[src/rtl/password_cracker_multi.sv]
// Multi-lane brute-force password cracker over the charset '0'-'9','A'-'Z'.
// Lane k walks first-char indices k, k+LANES, ...; the rest of the string runs as a base-36 odometer.
module password_cracker_multi #(
  parameter int PW_LEN = 4,
  parameter int LANES  = 4
) (
  input  logic                  clk,
  input  logic                  rst,
  input  logic                  start,
  input  logic                  abort,
  input  logic [8*PW_LEN-1:0]   target,
  output logic                  busy,
  output logic                  done,
  output logic                  found,
  output logic [8*PW_LEN-1:0]   result,
  output logic [31:0]           attempts
);

  typedef enum logic [1:0] {IDLE, SEARCH, DONE} state_t;

  state_t              state;
  logic [8*PW_LEN-1:0] tgt;
  logic [5:0]          cand       [LANES][PW_LEN];
  logic [5:0]          nxt        [LANES][PW_LEN];
  logic [LANES-1:0]    active;
  logic [LANES-1:0]    nxt_active;
  logic                hit;
  logic [8*PW_LEN-1:0] hit_str;
  logic [31:0]         n_active;

  function automatic logic [7:0] to_ascii(input logic [5:0] i);
    return (i < 6'd10) ? 8'h30 + {2'b00, i} : 8'h37 + {2'b00, i};
  endfunction

  always_comb begin : compare
    logic [8*PW_LEN-1:0] str;
    hit      = 1'b0;
    hit_str  = '0;
    n_active = '0;
    str      = '0;
    for (int unsigned k = 0; k < LANES; k++) begin
      for (int unsigned i = 0; i < PW_LEN; i++)
        str[8*(PW_LEN-1-i) +: 8] = to_ascii(cand[k][i]);
      if (active[k]) begin
        n_active = n_active + 32'd1;
        if (str == tgt) begin
          hit     = 1'b1;
          hit_str = str;
        end
      end
    end
  end

  // Odometer on chars 1..PW_LEN-1; a full wrap steps the first char by LANES,
  // and a wrap from the lane's last first-char index retires the lane.
  always_comb begin : advance
    logic carry;
    carry      = 1'b0;
    nxt_active = '0;
    for (int unsigned k = 0; k < LANES; k++) begin
      for (int unsigned i = 0; i < PW_LEN; i++)
        nxt[k][i] = cand[k][i];
      carry = 1'b1;
      for (int unsigned i = PW_LEN - 1; i >= 1; i--) begin
        if (carry) begin
          if (cand[k][i] == 6'd35) begin
            nxt[k][i] = '0;
          end else begin
            nxt[k][i] = cand[k][i] + 6'd1;
            carry     = 1'b0;
          end
        end
      end
      if (carry)
        nxt[k][0] = cand[k][0] + 6'(LANES);
      nxt_active[k] = active[k] & ~(carry & (({1'b0, cand[k][0]} + 7'(LANES)) > 7'd35));
    end
  end

  always_ff @(posedge clk) begin
    if (rst) begin
      state    <= IDLE;
      busy     <= 1'b0;
      done     <= 1'b0;
      found    <= 1'b0;
      result   <= '0;
      attempts <= '0;
      tgt      <= '0;
      active   <= '0;
      for (int unsigned k = 0; k < LANES; k++)
        for (int unsigned i = 0; i < PW_LEN; i++)
          cand[k][i] <= '0;
    end else begin
      case (state)
        IDLE, DONE: begin
          if (start) begin
            state    <= SEARCH;
            busy     <= 1'b1;
            done     <= 1'b0;
            found    <= 1'b0;
            result   <= '0;
            attempts <= '0;
            tgt      <= target;
            for (int unsigned k = 0; k < LANES; k++) begin
              active[k] <= (k < 36);
              for (int unsigned i = 0; i < PW_LEN; i++)
                cand[k][i] <= (i == 0) ? 6'(k) : 6'd0;
            end
          end
        end
        SEARCH: begin
          attempts <= attempts + n_active;
          if (abort) begin
            state <= IDLE;
            busy  <= 1'b0;
          end else if (hit) begin
            state  <= DONE;
            busy   <= 1'b0;
            done   <= 1'b1;
            found  <= 1'b1;
            result <= hit_str;
          end else if (nxt_active == '0) begin
            state <= DONE;
            busy  <= 1'b0;
            done  <= 1'b1;
          end else begin
            active <= nxt_active;
            cand   <= nxt;
          end
        end
        default: begin
          state <= IDLE;
          busy  <= 1'b0;
        end
      endcase
    end
  end

endmodule
[config.mk]
export PLATFORM = sky130hd
export DESIGN_NAME = password_cracker_multi
export DESIGN_NICKNAME = d
export VERILOG_FILES = /design/src/rtl/password_cracker_multi.sv
export SDC_FILE = /design/constraint.sdc
export NUM_CORES = 1
export LEC_CHECK = 0
export CAP_MARGIN = 25
export CORE_ASPECT_RATIO = 1.1
export CORE_MARGIN = 10
export CORE_UTILIZATION = 59
export DETAILED_ROUTE_END_ITERATION = 8
export DONT_BUFFER_PORTS = 1
export PLACE_DENSITY = 0.76
export SETUP_SLACK_MARGIN = 0.1
export SYNTH_ARGS = -nofsm -noshare
export SYNTH_HDL_FRONTEND = slang
export SYNTH_SLANG_ARGS = --single-unit
[constraint.sdc]
create_clock -name clk -period 3.8 [get_ports clk]
set_input_delay 0.76 -clock clk [delete_from_list [all_inputs] [get_ports clk]]
set_output_delay 0.76 -clock clk [all_outputs]
set_load 0.01 [all_outputs]
==> results of run 1 <==
layout make-up:
cell class,instances,area (um^2)
Tap cell,352,440
Antenna cell,1,2.50
Clock inverter,15,214
Multi-Input combinational cell,1681,11600
Fill cell,2047,7070
Clock buffer,17,425
Inverter,95,359
Timing Repair Buffer,245,2130
Sequential cell,191,3870
logic make-up (layout without fill, tap and decap cells):
logic type / Yosys count / count (layout) / synth area share
AO/OA/AOI/OAI: 594 / 594 / 0.246
XOR/XNOR: 136 / 136 / 0.0854
adder cells (fa/ha/maj): 80 / 80 / 0.0648
buffers and inverters: 252 / 372 / 0.0638
flip-flops: 191 / 191 / 0.246
multiplexers: 22 / 22 / 0.0150
other: 1 / 6 / 0.000241
AND/OR/NAND/NOR: 844 / 844 / 0.280
flip-flops by register name (all words and copies together), names as in the netlist:
register	cells
state	2
result	28
tgt	32
cand	90
attempts	32
active	4
busy	1
done	1
found	1
worst paths after layout:
path	start	to	slack, ns	cells after the start
worst min-delay path	rst	cand[51]	0.38	1
worst max-delay path	cand[77]	cand[70]	0.02	18
worst max register to register	cand[77]	cand[70]	0.02	18
worst min register to register	tgt[31]	tgt[31]	0.47	2
worst reg2reg max path, delay by kind of cell (launching register included):
kind	cells	cell delay, ns
buffers and inverters	6	0.76
AOI/OAI and AO/OA	3	0.37
and+or+nand+nor	7	1.70
adders and majority gates	1	0.24
DFF	1	0.40
xor gates and xnor gates	1	0.23
repair_timing:
item | 4_1_cts | 5_1_grt
gates cloned | 0 | 7
gates resized for setup | 37 | 240
hold buffers | 0 | 0
setup endpoints to repair | 103 | 136
buffers inserted | 8 | 31
pin swaps | 4 | 68
cell usage in the layout, fill, tap and decap left out, types with 42 or more instances in the layout:
cell,instances
nor3_1,42
nand2_1,225
o21ai_0,97
ha_1,63
nor2_1,133
nand2b_1,54
xnor2_1,80
dfxtp_1,163
inv_1,89
nand3_1,102
a21oi_1,152
buf_4,213
routing by layer:
layer | global-route usage | routed length [um]
met5 | 0 | 0
met4 | 0.217 | 4200
met3 | 0.0669 | 5810
met2 | 0.550 | 27900
met1 | 0.402 | 23200
power groups by stage:
| stage | combinational (mW) | sequential [mW] | clock [mW] |
|---|---|---|---|
| after detailed placement | 0.804 | 2.18 | 0 |
| after global placement | 0.792 | 2.18 | 0 |
| final | 0.989 | 2.14 | 1.97 |
| after global routing | 1.04 | 2.14 | 2.05 |
| after floorplan | 0.560 | 2.11 | 0 |
| after CTS | 0.818 | 2.13 | 1.99 |
cell usage after synthesis, types with 11 or more instances:
| cell type | instances |
|---|---|
| o311ai_0 | 22 |
| a31oi_1 | 19 |
| inv_1 | 95 |
| nor2_1 | 143 |
| ha_1 | 79 |
| a22oi_1 | 19 |
| or4_1 | 18 |
| dfxtp_1 | 191 |
| nand4_1 | 30 |
| nand2b_1 | 56 |
| o21a_1 | 21 |
| a21oi_1 | 158 |
| or3_1 | 37 |
| xor2_1 | 43 |
| o211ai_1 | 24 |
| a32oi_1 | 15 |
| and3_1 | 37 |
| mux2i_1 | 11 |
| clkbuf_1 | 122 |
| and2_1 | 20 |
| nor2b_1 | 29 |
| nand2_1 | 229 |
| buf_2 | 20 |
| nor3_1 | 48 |
| mux2_2 | 11 |
| nand3b_1 | 11 |
| nor3b_1 | 12 |
| o21ai_0 | 148 |
| nand3_1 | 105 |
| a21o_1 | 16 |
| xnor2_1 | 83 |
| a211oi_1 | 13 |
| nor4_1 | 20 |
| o31ai_1 | 25 |
==> impl_results.md, run 1 <==
* CTS Buf Count at 17
* Number of port buffers at 0
* CP Max Fanout at 5
* Total power at 5.10 mW
* WP buf/inv at 6
* Final Cell Area at 19000 um^2
* Via count at 17100
* Grt total ovfl at 0
* Ports at 103
* Sequential power share at 0.419
* Die area at 33300 um^2
* DR vias/cell at 6.59
* Critical path's top delay family: simple AND/OR/NAND/NOR gates
* Relative slew margins at 0.353
* Lkg Pwr at 7.40 nW
* EDFF count, synth at 0
* Net switching power at 1.64 mW
* GP Congestion at 1.08
* Cell taking the most area after synthesis: dfxtp_1
* Final net count at 2347
* Ys async rst share at 0
* Slowest CP cell: or4_4
* Drt pass-1 iters at 6
* Post-DRT Antenna Nets at 0
* Maximum VDD drop at 0.000212 V
* Die width at 175 um
* Row cnt at 62
* # clock sinks at 191
* WHS at 0.375 ns
* P_int at 3.46 mW
* Crit-path most repeated cell: buf_6
* Htree depth at 4
* Flops & latches, synth at 191
* Max_cap viols at 0
* Peak Freq at 265 MHz
* Placed cell area at 17000 um^2
* Layout cell share with drive strength beyond 1 at 0.218
* Main synth FF type: dfxtp_1
* Count of cell types in the netlist at 91
* Layout Skew at 0.0152 ns
* HPWL Detailed at 45000 um
* Mapped cell area at 15600 um^2
* Sequential share of the synthesized area at 0.246
* RSZ-0062 raised after global routing: true
* Mean Syn Cell Area at 7.34 um^2
* Initial antenna violation count at 0
* Tcrit/Tclk final at 0.995
* Clock latency on the worst-skew pair at 0.46 ns
* Logic pwr share at 0.194
* Synth area leaders: dfxtp_1, ha_1, nand2_1
* Die Y at 190 um
* Max clock buf depth at 2
* Final Setup Violations at 0
* Residual DRC at 0
* Area of the core at 26100 um^2
* Outcome: finished clean
* Worst slack, placed at -0.0457 ns
* Clock power frac at 0.387
* Final worst setup slack at 0.0197 ns
* Synth-to-layout area growth at 22.0%
* Final setup TNS at 0 ns
* Clock period minus worst slack at 3.78 ns
* Setup Crit Path Kind: flip-flop to flip-flop
* Pwr Density at 269 nW/um^2
* Clock transition at path regs at 0.08 ns
* Routed wire length at 61100 um
* Ys Warns at 0
* Wire per inst at 23.5 um
* Critical Path Max Stage Delay at 0.58 ns
* Vias in the first global route at 15600
* Post-layout util at 0.729
* Final cell count without fillers at 2597
* Crit end category: flip-flop
* HP Class: input port to flip-flop
* CTS tree: built
* CP arrival at 4.15 ns
* Initial Util at 0.597
* Pins Over Slew Limit at 0
* Largest net degree at the start of global routing at 125
* First-pass GRT wire length at 88900 um
* Clk root buf: clkbuf_16
* Worst-margin pin slew at 0.964 ns
* Worst EP required at 4.17 ns
* Final hold vios at 0
* Cells after DPL at 2519
* Post-synth top area share at 0.246
* Iteration-0 DRC Markers at 1721
* Crit-path cells: inv_1 > ha_1 > nand2b_1 > a32oi_2 > xor2_1 > nand4_1 > or4_1 > or4_4 > nand2_4 > nor4_4 > clkbuf_16 > buf_12 > nor3_4 > buf_6 > buf_6 > buf_6 > o21ai_2 > o31ai_1
* CP Launch Type: flip-flop
* Switching Fraction at 0.322
* All-Layer GR Usage at 0.338
* Synth Instances at 2120
(Power assumes the default switching activity.)
==> run 2, diff against run 1 <==
--- a/config.mk
+++ b/config.mk
@@ -8,10 +8,9 @@
 export CAP_MARGIN = 25
 export CORE_ASPECT_RATIO = 1.1
 export CORE_MARGIN = 10
-export CORE_UTILIZATION = 59
+export CORE_UTILIZATION = 30
 export DETAILED_ROUTE_END_ITERATION = 8
 export DONT_BUFFER_PORTS = 1
-export PLACE_DENSITY = 0.76
 export SETUP_SLACK_MARGIN = 0.1
 export SYNTH_ARGS = -nofsm -noshare
 export SYNTH_HDL_FRONTEND = slang
==> impl_results.md, run 2 (synthesis gave the netlist of run 1 again) <==
* HPWL Detailed at 49500 um (+10%)
* Iteration-0 DRC Markers at 1643 (-4.5%)
* Die width at 237 um (+36%)
* Capture point of the worst reg-to-reg path: cand[87]
* Max_cap viols at 0 (unchanged)
* Pins Over Slew Limit at 0 (unchanged)
* Outcome: finished clean
* Drt pass-1 iters at 6 (unchanged)
* Lkg Pwr at 7.93 nW (+7.1%)
* Total power at 5.03 mW (-1.4%)
* CP Max Fanout at 6 (+1)
* Commonest non-fill, non-tap cell in the layout: buf_4
* Slowest CP cell: nor4_4
* First-pass GRT wire length at 96400 um (+8.4%)
* Crit end category: flip-flop
* Number of port buffers at 0 (unchanged)
* Final Setup Violations at 0 (unchanged)
* CP Launch Type: flip-flop
* Worst hold stages at 1 (unchanged)
* Fill cells at 5227 (+160%)
* WP buf/inv at 4 (-2)
* Final hold vios at 0 (unchanged)
* Clock period minus worst slack at 3.79 ns (+0.0128 ns)
* Worst slack, placed at -0.216 ns (-0.170 ns)
* All-Layer GR Usage at 0.201 (-0.137)
* CTS Buf Count at 17 (unchanged)
* Peak Freq at 264 MHz (-0.34%)
* Reg-to-reg setup timing slack at 0.007 ns (about the same)
* Max clock buf depth at 2 (unchanged)
* Largest reg by FF count: cand
* CTS tree: built
* Post-layout util at 0.399 (-0.330)
* Layout Skew at 0.0187 ns (+0.00351 ns)
* Commonest cells after routing, fill and taps aside: buf_4, nand2_1, dfxtp_1
* Post-DRT Antenna Nets at 0 (unchanged)
* Top Registers: cand (90), attempts (32), tgt (32)
* Final net count at 2437 (+3.8%)
* RSZ-0062 raised after global routing: true
* HP Class: input port to flip-flop
* GP Congestion at 1.05 (-3.1%)
* Pwr Density at 246 nW/um^2 (-8.4%)
* DR vias/cell at 5.76 (-13%)
* Largest net degree at the start of global routing at 125 (unchanged)
* Relative slew margins at 0.392 (+0.0398)
* Critical path's top delay family: simple AND/OR/NAND/NOR gates
* Tcrit/Tclk final at 0.998 (+0.00338)
* Worst Hold End: tgt[10]
* Hold path start: rst
* # clock sinks at 191 (unchanged)
* Via count at 17300 (+0.96%)
* Clock transition at path regs at 0.08 ns (about the same)
* Final cell count without fillers at 3001 (+16%)
* Routed wire length at 65700 um (+7.5%)
* Multi-input gate area at 12000 um^2 (+4.3%)
* Initial antenna violation count at 0 (unchanged)
* Ant. Diodes at 0 (-1)
* Wire per inst at 21.9 um (-7.0%)
* Layout cell share with drive strength beyond 1 at 0.279 (+0.0606)
* Die Y at 259 um (+36%)
* Grt total ovfl at 0 (unchanged)
* Largest register FFs at 90 (unchanged)
* Maximum VDD drop at 0.000342 V (+61%)
* Area of the core at 51300 um^2 (+97%)
* Ports at 103 (unchanged)
* Cells after DPL at 2921 (+16%)
* CP arrival at 4.21 ns (+0.06 ns)
* Initial Util at 0.304 (-0.294)
* Synth-to-layout area growth at 31.4%
* Vias in the first global route at 16200 (+3.8%)
* Reg2Reg Depth at 16 (-2)
* Htree depth at 4 (unchanged)
* Clock latency on the worst-skew pair at 0.50 ns (+0.04 ns)
* Worst r2r src: cand[29]
* Setup Crit Path Kind: flip-flop to flip-flop
* Row cnt at 87 (+40%)
* Final worst setup slack at 0.00687 ns (-0.0128 ns)
* Crit-path cells: buf_6 > inv_1 > ha_4 > nor2b_2 > o21bai_1 > a21oi_2 > or3_4 > a2111oi_4 > nand4_1 > nor4b_4 > buf_4 > nor4_4 > nor2_4 > buf_12 > or4_4 > o31ai_1
* Worst EP required at 4.21 ns (+0.04 ns)
* CTS Hold Bufs at 0 (unchanged)
* Critical Path Max Stage Delay at 0.57 ns (about the same)
* Residual DRC at 0 (unchanged)
* Seq. cell area at 3880 um^2 (+0.26%)
* Clk root buf: clkbuf_16
* Worst-margin pin slew at 0.908 ns (-0.0556 ns)
* CP Depth at 16 (-2)
* Die area at 61400 um^2 (+84%)
run 2: stage by stage:
step | cell area, um^2 | TNS (ns) | hold slack (ns)
3_5_place_dp | 18000 | -5.24 | 0.461
5_1_grt | 20400 | -0.205 | 0.342
3_3_place_gp | 18000 | -1.39 | 0.459
6_report | 20400 | 0 | 0.376
4_1_cts | 19100 | 0 | 0.322
2_1_floorplan | 15600 | 0 | 0.446
run 2: worst max path at each step:
stage | startpoint | end | slack, ns
2_1_floorplan | cand[58] | cand[14] | 0.14
3_3_place_gp | cand[44] | result[25] | -0.17
3_5_place_dp | cand[20] | cand[35] | -0.22
4_1_cts | cand[28] | cand[65] | 0.10
5_1_grt | cand[44] | cand[21] | -0.05
6_report | cand[29] | cand[87] | 0.007
run 2: routing by layer:
| metal | part of all wire | GRT usage | wire length, um | vias to the layer above |
|---|---|---|---|---|
| met1 | 0.41 | 0.249 | 26600 | 8308 |
| met5 | 0 | 0 | 0 | - |
| met4 | 0.052 | 0.108 | 3420 | 0 |
| met3 | 0.086 | 0.0428 | 5680 | 155 |
| met2 | 0.46 | 0.321 | 30000 | 780 |
| li1 | - | - | - | 8030 |
run 2: worst reg2reg max path, delay by kind of cell (launching register included):
family | cells | cell delay (ns)
AOI/OAI and AO/OA | 4 | 0.82
adders and majority gates | 1 | 0.14
buffers and inverters | 4 | 0.53
DFF | 1 | 0.33
and+or+nand+nor | 7 | 1.89
run 2: timing repair:
action,in CTS,in global routing
cloned,0,7
pin swaps,20,68
gates resized for setup,107,293
buffers inserted,9,32
endpoints found under the setup margin,121,121
run 2: layout make-up:
type | instances | share of cell area
multi-input combinational | 1681 | 0.589
sequential | 191 | 0.190
timing repair buffer | 335 | 0.134
tap | 667 | 0.0408
clock buffer | 18 | 0.0210
inverter | 95 | 0.0178
clock inverter | 14 | 0.00734
run 2: power breakdown:
group | leakage, nW | internal [mW] | switching [mW]
clock network | 0.278 | 0.926 | 0.947
registers | 1.56 | 2.04 | 0.0909
logic | 6.08 | 0.422 | 0.609
